<file path="config.mk">
export PLATFORM = sky130hd
export DESIGN_NAME = imem_boot_loader
export DESIGN_NICKNAME = d
export VERILOG_FILES = /design/src/rtl/imem_boot_loader.sv
export SDC_FILE = /design/constraint.sdc
export NUM_CORES = 1
export LEC_CHECK = 0
export BUFFER_PORTS_ARGS = -buffer_cell sky130_fd_sc_hd__buf_2
export CAP_MARGIN = 30
export CORE_MARGIN = 8
export CORE_UTILIZATION = 50
export CTS_CLUSTER_SIZE = 10
export DETAILED_ROUTE_END_ITERATION = 10
export PLACE_DENSITY_LB_ADDON = 0.12
export SLEW_MARGIN = 0
export SYNTH_ARGS = -nofsm -noshare
export SYNTH_HDL_FRONTEND = slang
export SYNTH_SLANG_ARGS = --single-unit
</file>
<file path="constraint.sdc">
create_clock -name clock -period 2.09 [get_ports clock]
set_input_delay 0.209 -clock clock [delete_from_list [all_inputs] [get_ports clock]]
set_output_delay 0.209 -clock clock [all_outputs]
set_load 0.02 [all_outputs]
</file>
<file path="src/rtl/imem_boot_loader.sv">
// Streams a byte-wide program image into instruction RAM as little-endian 32-bit words,
// then releases the core from reset. Every output is decoded from registered state.
module imem_boot_loader #(
  parameter int DEPTH      = 64,
  parameter int ADDR_WIDTH = 6
) (
  input  logic                  clock,
  input  logic                  reset_,
  input  logic                  byte_valid,
  input  logic [7:0]            byte_data,
  input  logic                  byte_last,
  output logic                  byte_ready,
  input  logic                  reload,
  output logic                  wr_en,
  output logic [ADDR_WIDTH-1:0] wr_addr,
  output logic [31:0]           wr_data,
  output logic                  core_reset_,
  output logic                  load_done,
  output logic                  load_error,
  output logic [ADDR_WIDTH:0]   word_count
);

  typedef enum logic [2:0] {
    IDLE,
    LOAD,
    WRITE,
    DONE,
    ERR
  } state_t;

  state_t                state, state_next;
  logic [1:0]            byte_idx;
  logic [ADDR_WIDTH-1:0] addr;
  logic [31:0]           word;
  logic                  last_seen;
  logic [ADDR_WIDTH:0]   count;
  logic                  xfer;

  // byte_ready is 1 exactly in LOAD, so the handshake reduces to valid while loading.
  assign xfer = byte_valid && (state == LOAD);

  // NOTE: every variable assigned here gets a default first, so no path leaves it
  // unassigned and no latch is inferred.
  always_comb begin
    state_next = state;
    case (state)
      IDLE:  state_next = LOAD;
      LOAD:  if (xfer && (byte_idx == 2'd3 || byte_last)) state_next = WRITE;
      WRITE: begin
        if (last_seen)                           state_next = DONE;
        else if (addr == ADDR_WIDTH'(DEPTH - 1)) state_next = ERR;
        else                                     state_next = LOAD;
      end
      DONE:  if (reload) state_next = IDLE;
      ERR:   state_next = ERR;
      default: state_next = IDLE;
    endcase
  end

  // NOTE: sequential state uses non-blocking assignments so every register samples
  // pre-edge values regardless of statement order.
  always_ff @(posedge clock or negedge reset_) begin
    if (!reset_) state <= IDLE;
    else         state <= state_next;
  end

  always_ff @(posedge clock or negedge reset_) begin
    if (!reset_) begin
      byte_idx  <= 2'd0;
      addr      <= '0;
      word      <= '0;
      last_seen <= 1'b0;
      count     <= '0;
    end else begin
      case (state)
        LOAD: begin
          if (xfer) begin
            word[{byte_idx, 3'b000} +: 8] <= byte_data;
            byte_idx  <= byte_idx + 2'd1;
            last_seen <= byte_last;
          end
        end
        WRITE: begin
          // Clearing word here makes the missing bytes of a short final word read as 0.
          addr     <= addr + ADDR_WIDTH'(1);
          count    <= count + (ADDR_WIDTH + 1)'(1);
          byte_idx <= 2'd0;
          word     <= '0;
        end
        DONE: begin
          if (reload) begin
            addr      <= '0;
            count     <= '0;
            byte_idx  <= 2'd0;
            last_seen <= 1'b0;
          end
        end
        default: ;
      endcase
    end
  end

  assign byte_ready  = (state == LOAD);
  assign wr_en       = (state == WRITE);
  assign wr_addr     = addr;
  assign wr_data     = word;
  assign core_reset_ = (state == DONE);
  assign load_done   = (state == DONE);
  assign load_error  = (state == ERR);
  assign word_count  = count;

endmodule

</file>
## Word level (Yosys, flattened, before mapping)

Cells that the tools add are included.
Widths: inputs -> output; s select.

- Logic and storage cells: 52
- Flip-flop bits (word level): 51
- Output and inout port bits: 50

- Shifts and indexed selects: 2
- Eq/ne operators: 9
- Multiplexer cells: 18
- Add/subtract/negate cells: 4
- Reductions and logical operators: 13

Operators by type and width:

| operator | number |
|---|---|
| $pmux 32 s2 | 1 |
| $bwmux 32 | 1 |
| $mux 32 | 1 |
| $shift 8x7->32 const A | 1 |
| $shiftx 8x7->32 | 1 |
| $pmux 3 s5 | 1 |
| $pmux 7 s2 | 1 |
| $mux 3 | 4 |
| $pmux 6 s2 | 1 |
| $add 7x1->7 const B | 1 |
| $mux 7 | 1 |
| $neg 5->7 | 1 |
| $add 6x1->6 const B | 1 |
| $eq 3x2->1 const B | 2 |
| $eq 6x6->1 const B | 1 |
| $mux 6 | 1 |
| $pmux 2 s3 | 1 |
| $reduce_and 2->1 | 3 |
| $reduce_and 3->1 | 2 |
| $reduce_bool 2->1 | 3 |
| $mux 2 | 2 |
| $ne 2x1->1 const B | 2 |
| $eq 3x1->1 const B | 1 |
| $eq 3x3->1 const B | 1 |
| other kinds (9) | 11 |

## Longest topological paths before layout

Gate-level depths: netlist (run 1).

- Word-level depth: 5
- Mapped depth: 7

## Least setup slack after synthesis (run 1)

Ideal clock, no wire load.

- Path type: register -> register
- Start point: register state[2]
- End point: register word[0] (netlist: wr_data[0])
- Path buffers: 2
- Cell stages (with the launch flop): 7
- Data arrival time: 1861 ps
- Library setup time: 66 ps
- Data required time: 2024 ps
- Path slack: 163 ps
- Period minus slack after synthesis: 1927 ps
- Cells stage by stage: dfrtp_1 -> buf_6 -> nor3b_1 -> and2_1 -> and2_1 -> buf_2 -> a22o_1

- Word-level cells in the longest chain between the ends: 4
- Elaborated cells on any way between the ends: 7

RTL lines:

| what | RTL line | RTL |
|---|---|---|
| start, declared | 31 | `state_t state, state_next;` |
| start signal, assigned | 64 | `else state <= state_next;` |
| $eq 3x1->1 (*) | - |  |
| net byte_ready | 12 | `output logic byte_ready,` |
| $logic_and 1x1->1 | 40 | `assign xfer = byte_valid && (state == LOAD);` |
| $ne 2x1->1 (no source line) | - |  |
| $reduce_and 2->1 (no source line) | - |  |
| end signal, assigned by index | 78 | `word[{byte_idx, 3'b000} +: 8] <= byte_data;` |
| end, declared | 34 | `logic [31:0] word;` |

Mark *: on every way through the listed nets, which the timed path passes. The rest lies on a longest branch.
A chain may end at the register's enable or synchronous reset.

## Final worst setup path (run 1)

- Start point: register state[1]
- End point: output port wr_en

- Word-level cells in the longest chain between the ends: 1

RTL lines:

| what | RTL line | RTL |
|---|---|---|
| $eq 3x2->1 | 104 | `assign wr_en = (state == WRITE);` |
| end, declared | 14 | `output logic wr_en,` |

No other way between the ends.

==> flow_metrics.tcl, run 1 <==
set metrics [dict create \
    grt.total_usage 0.163 \
    setup_slack_ps 144 \
    num_vias 1870 \
    post_drt_wl_per_cell_um 15.4 \
    cp.arrival_ps 1740 \
    rsz0062_at_grt "no" \
    clk_path_buf_depth 2 \
    final_util 0.619 \
    grt_pass1_wl_mm 9.60 \
    die-area_mm2 0.00716 \
    htreeDepth 2 \
    die_h_um 84.6 \
    tightest_slew_ps 484 \
    path_class "reg -> out" \
    worst-r2r-setup-slack_ps 320 \
    syn_inst 235 \
    worstSkewPairLatency_ps 300 \
    r2r-end "wr_data[15]$_DFFE_PN0P_" \
    hold_viol_final 0 \
    ys_ff_latch 51 \
    start_kind "flip-flop" \
    postCtsHoldBufs 1 \
    hp-start "byte_last" \
    synth_area_mm2 0.00235 \
    drive_gt1_frac 0.278 \
    clock_skew_ps 4.18 \
    slew_headroom 0.676 \
    initial_core_util 0.508 \
    antenna_found_initial 0 \
    wl_mm 5.55 \
    cts.repair.resized 0 \
    hpwl_mm 4.20 \
    layout.nets 326 \
    areaGrowthSynthToFinish_pct 21.9 \
    hold_depth 2 \
    r2r-start "state[1]$_DFFE_PN0P_" \
    cp.required_ps 1880 \
    leakage_uw 0.00146 \
    worst-path-max-fanout 9 \
    antennaDiodeCount 0 \
    syn-num-nets 256 \
    drv_cap 0 \
    post-cts-setup-buffers 0 \
    ant_nets 0 \
    fill_cells 417 \
    seqCellArea_mm2 0.00128 \
    yosysUniqueCellTypes 36 \
    drc 0 \
    yosysWarningCount 0 \
    routed_via_density 5.19 \
    setup_tns_ps 0 \
    finalSetupViolCount 0 \
    die_w_um 84.6 \
    power.density_mw_per_mm2 1200 \
    fin_crit_sh 0.931 \
    max-vdd-ir-drop_v 0.000669 \
    finalMaxSlewViolations 0 \
    synth_top_area_cell "dfrtp_1" \
    core_area_mm2 0.00463 \
    dp_slack_ps 322 \
    min_to "last_seen$_DFFE_PN0P_" \
    synth_top_area_share 0.543 \
    fin_crit_ps 1950 \
    synth_enable_flop_cells 0 \
    whs_ps 153 \
    r2r_cells 5 \
    syn_avg_cell_area_um2 10.0 \
    cts_made_buffers 5 \
    first_pass_iters 4 \
    layout_common_cells "62 x buf_2, 51 x dfrtp_1, 48 x nand2_1" \
    status "completed" \
    cts.clk_slew.worst_paths_ps 90 \
    portBuffers 62 \
    cts_tree "done" \
    ys_seq_area_frac 0.543 \
    max_freq_mhz 514 \
    place.gp.congestion 0.794 \
    overflow 0 \
    mostFrequentLayoutCell "buf_2" \
    synthArstFlopShare 1.00 \
    num_rows 25 \
    grt_pass1_vias 1950 \
    synth-main-ff-cell "dfrtp_1" \
    ios 63 \
    root_buffer "clkbuf_8" \
    drtIter0Drc 89 \
    grt_max_degree 51 \
    min_path_type "in -> reg" \
    multi_input_area_um2 986 \
    endpoint_kind "output pin" \
    synthTopCellsByArea "dfrtp_1 54%, nand2_1 7.7%, a22o_1 5.6%, o21ai_0 5.1%, ha_1 4.3%" \
    cts_sinks 51 \
]
==> flip-flops by register name, summed over array words and instances, names as in the netlist <==
| name | flops |
|---|---|
| word_count | 7 |
| wr_addr | 6 |
| last_seen | 1 |
| byte_idx | 2 |
| state | 3 |
| wr_data | 32 |
==> worst max-delay path by stage <==
stage                            start                     end  cells past startpoint
5_1_grt           state[1]$_DFFE_PN0P_                   wr_en                      3
6_report          state[1]$_DFFE_PN0P_                   wr_en                      3
3_5_place_dp   byte_idx[1]$_DFFE_PN0P_  wr_data[4]$_DFFE_PN0P_                      5
4_1_cts           state[1]$_DFFE_PN0P_                   wr_en                      3
3_3_place_gp   byte_idx[1]$_DFFE_PN0P_  wr_data[4]$_DFFE_PN0P_                      5
2_1_floorplan     state[2]$_DFFE_PN0P_  wr_data[0]$_DFFE_PN0P_                      6
==> cell usage after synthesis, types with 2 or more instances <==
cell type / count
a31oi_1: 4
a22o_1: 15
and3b_1: 2
buf_4: 2
buf_2: 6
o21ai_0: 24
or3_1: 2
xor2_1: 2
nor3_1: 6
buf_6: 2
nand3_1: 9
nor2_1: 18
inv_1: 4
nor4_1: 2
a21oi_1: 4
and2_1: 3
nand2_1: 48
ha_1: 8
xnor2_1: 6
nor2b_1: 2
dfrtp_1: 51
==> worst max-delay path, stage by stage, from the launching register on <==
cell and delay (ps):
dfrtp_1 520, nor3b_2 490, buf_4 240, buf_2 180
==> final cells by class <==
cell class | instances | share of cell area
Sequential cell | 51 | 0.445
Multi-Input combinational cell | 168 | 0.344
Timing Repair Buffer | 75 | 0.148
Clock buffer | 6 | 0.0288
Tap cell | 54 | 0.0236
Clock inverter | 2 | 0.00567
Inverter | 4 | 0.00524
==> kinds of logic after synthesis <==
kind of cell    synth area share
fa+ha+maj                 0.0426
compound gates             0.137
xor+xnor                  0.0298
flops                      0.543
simple gates               0.210
buf+inv                   0.0383
==> routing by layer <==
| layer | track usage | vias to the layer above | routed length (µm) |
|---|---|---|---|
| met3 | 0.0449 | 2 | 326 |
| met4 | 0.0437 | 0 | 23 |
| met5 | 0 | - | 0 |
| met1 | 0.212 | 872 | 2610 |
| li1 | - | 946 | - |
| met2 | 0.260 | 50 | 2590 |
==> where the power goes <==
group | internal, µW | leakage (µW) | switching, µW
combinational | 571 | 0.000715 | 891
clock | 271 | 0.0000474 | 325
sequential | 1180 | 0.000693 | 200
==> through the flow <==
step	total power [µW]	cell area, µm²	std cells
after floorplan	2360	2350	235
after global placement	2850	2760	351
after detailed placement	2870	2760	351
after CTS	3480	2870	360
after global routing	3670	2870	360
final	3440	2870	360
No activity file was read; power rests on OpenSTA's default activity.
==> inputs of run 2 (changes only) <==
Clock period 2.09 ns to 2.4 ns, I/O delays scaled along.
==> run 2 against run 1 <==
Compared with the run above: count of clock-buffer cells in the layout decreased by 1; register-to-register slack improved by 50 ps; sequential share of layout area increased by 0.53 points; critical path depth unchanged; clock power decreased by 16%; clock skew decreased by 1.2 ps; first-iteration DRC count increased by 9.0%; combinational power decreased by 17%; utilization decreased by 0.73 points; global-route usage decreased by 0.16 points; largest cell class unchanged; power decreased by 15%; final cell count decreased by 0.83%.
==> flow_metrics.tcl, run 2 (synthesized netlist as in run 1, its figures left out) <==
set metrics [dict create \
    max_freq_mhz 484 \
    clk_path_buf_depth 2 \
    tightest_slew_ps 607 \
    grt_pass1_vias 1859 \
    root_buffer "clkbuf_8" \
    post_drt_wl_per_cell_um 15.4 \
    layout.nets 323 \
    first_pass_iters 4 \
    place.gp.congestion 0.793 \
    dp_slack_ps 370 \
    grt.total_usage 0.162 \
    portBuffers 62 \
    cts_made_buffers 5 \
    drc 0 \
    overflow 0 \
    num_vias 1860 \
    min_to "last_seen$_DFFE_PN0P_" \
    fin_crit_sh 0.861 \
    routed_via_density 5.21 \
    setup_slack_ps 333 \
    path_class "reg -> out" \
    mostFrequentLayoutCell "buf_2" \
    endpoint_kind "output pin" \
    cts_tree "done" \
    worst-path-max-fanout 9 \
    power.density_mw_per_mm2 1040 \
    worst-r2r-setup-slack_ps 370 \
    hpwl_mm 4.15 \
    status "completed" \
    ant_nets 0 \
    start_kind "flip-flop" \
    initial_core_util 0.508 \
    max-vdd-ir-drop_v 0.000518 \
    wl_mm 5.51 \
    antenna_found_initial 0 \
    whs_ps 167 \
    drive_gt1_frac 0.271 \
    hold_depth 2 \
    r2r-end "wr_data[5]$_DFFE_PN0P_" \
    die_h_um 84.6 \
    hold_viol_final 0 \
    slew_headroom 0.595 \
    core_area_mm2 0.00463 \
    clock_skew_ps 2.97 \
    rsz0062_at_grt "no" \
    grt_pass1_wl_mm 9.44 \
    fin_crit_ps 2070 \
    post-cts-setup-buffers 0 \
    finalSetupViolCount 0 \
    leakage_uw 0.00144 \
    htreeDepth 2 \
    num_rows 25 \
    hp-start "byte_last" \
    layout_common_cells "62 x buf_2, 51 x dfrtp_1, 48 x nand2_1" \
    die-area_mm2 0.00716 \
    cts.clk_slew.worst_paths_ps 90 \
    drv_cap 0 \
    finalMaxSlewViolations 0 \
    ios 63 \
    r2r_cells 5 \
    grt_max_degree 27 \
    drtIter0Drc 97 \
    min_path_type "in -> reg" \
    cts.repair.resized 0 \
    worstSkewPairLatency_ps 310 \
    cp.required_ps 2160 \
    largest_reg_flops 32 \
    setup_tns_ps 0 \
    cp.arrival_ps 1830 \
    r2r-start "byte_idx[0]$_DFFE_PN0P_" \
    areaGrowthSynthToFinish_pct 20.4 \
    die_w_um 84.6 \
    cts_sinks 51 \
    antennaDiodeCount 0 \
]
[run 2: routing by layer]
| layer | GRT usage | vias up | wire length, µm |
|---|---|---|---|
| li1 | - | 941 | - |
| met1 | 0.211 | 863 | 2680 |
| met2 | 0.246 | 49 | 2430 |
| met3 | 0.0507 | 7 | 343 |
| met4 | 0.0550 | 0 | 63 |
| met5 | 0 | - | 0 |
[run 2: power by group]
group / switching [µW] / leakage, µW / internal [µW] / total, µW
registers: 195 / 0.000693 / 1030 / 1230
logic: 745 / 0.000700 / 467 / 1210
clock network: 295 / 0.0000483 / 206 / 501
total: 1240 / 0.00144 / 1700 / 2940
[run 2: critical path: stages (launching register included)]
cell     delay (ps)
dfrtp_1         520
nor3b_2         560
buf_4           260
buf_2           180
[run 2: cell type report]
cell class | count | area, µm²
Clock buffer | 5 | 68.8
Fill cell | 415 | 1800
Clock inverter | 3 | 18.8
Tap cell | 54 | 67.6
Inverter | 4 | 15.0
Sequential cell | 51 | 1280
Timing Repair Buffer | 72 | 400
Multi-Input combinational cell | 168 | 986
[run 2: timing repair]
item,in CTS,in global routing
hold buffers,1,0
hold endpoints to repair,25,0
setup endpoints to repair,0,0
[run 2: how the worst max path moves through the flow]
| stage | start | endpoint | slack, ps |
|---|---|---|---|
| floorplan | state[2]$_DFFE_PN0P_ | wr_data[0]$_DFFE_PN0P_ | 470 |
| detailed placement | byte_idx[0]$_DFFE_PN0P_ | wr_data[5]$_DFFE_PN0P_ | 370 |
| CTS | byte_idx[0]$_DFFE_PN0P_ | wr_data[5]$_DFFE_PN0P_ | 340 |
| finish | state[1]$_DFFE_PN0P_ | wr_en | 330 |
| global placement | byte_idx[0]$_DFFE_PN0P_ | wr_data[3]$_DFFE_PN0P_ | 460 |
| global route | byte_idx[0]$_DFFE_PN0P_ | wr_data[2]$_DFFE_PN0P_ | 160 |
[run 2: per-stage QoR]
step	instances	util	total power (µW)	area (µm²)
detailed placement	348	0.591	2460	2740
global route	357	0.612	3150	2830
CTS	357	0.612	2960	2830
floorplan	235	-	2060	2350
global placement	348	0.591	2440	2740
finish	357	0.612	2940	2830
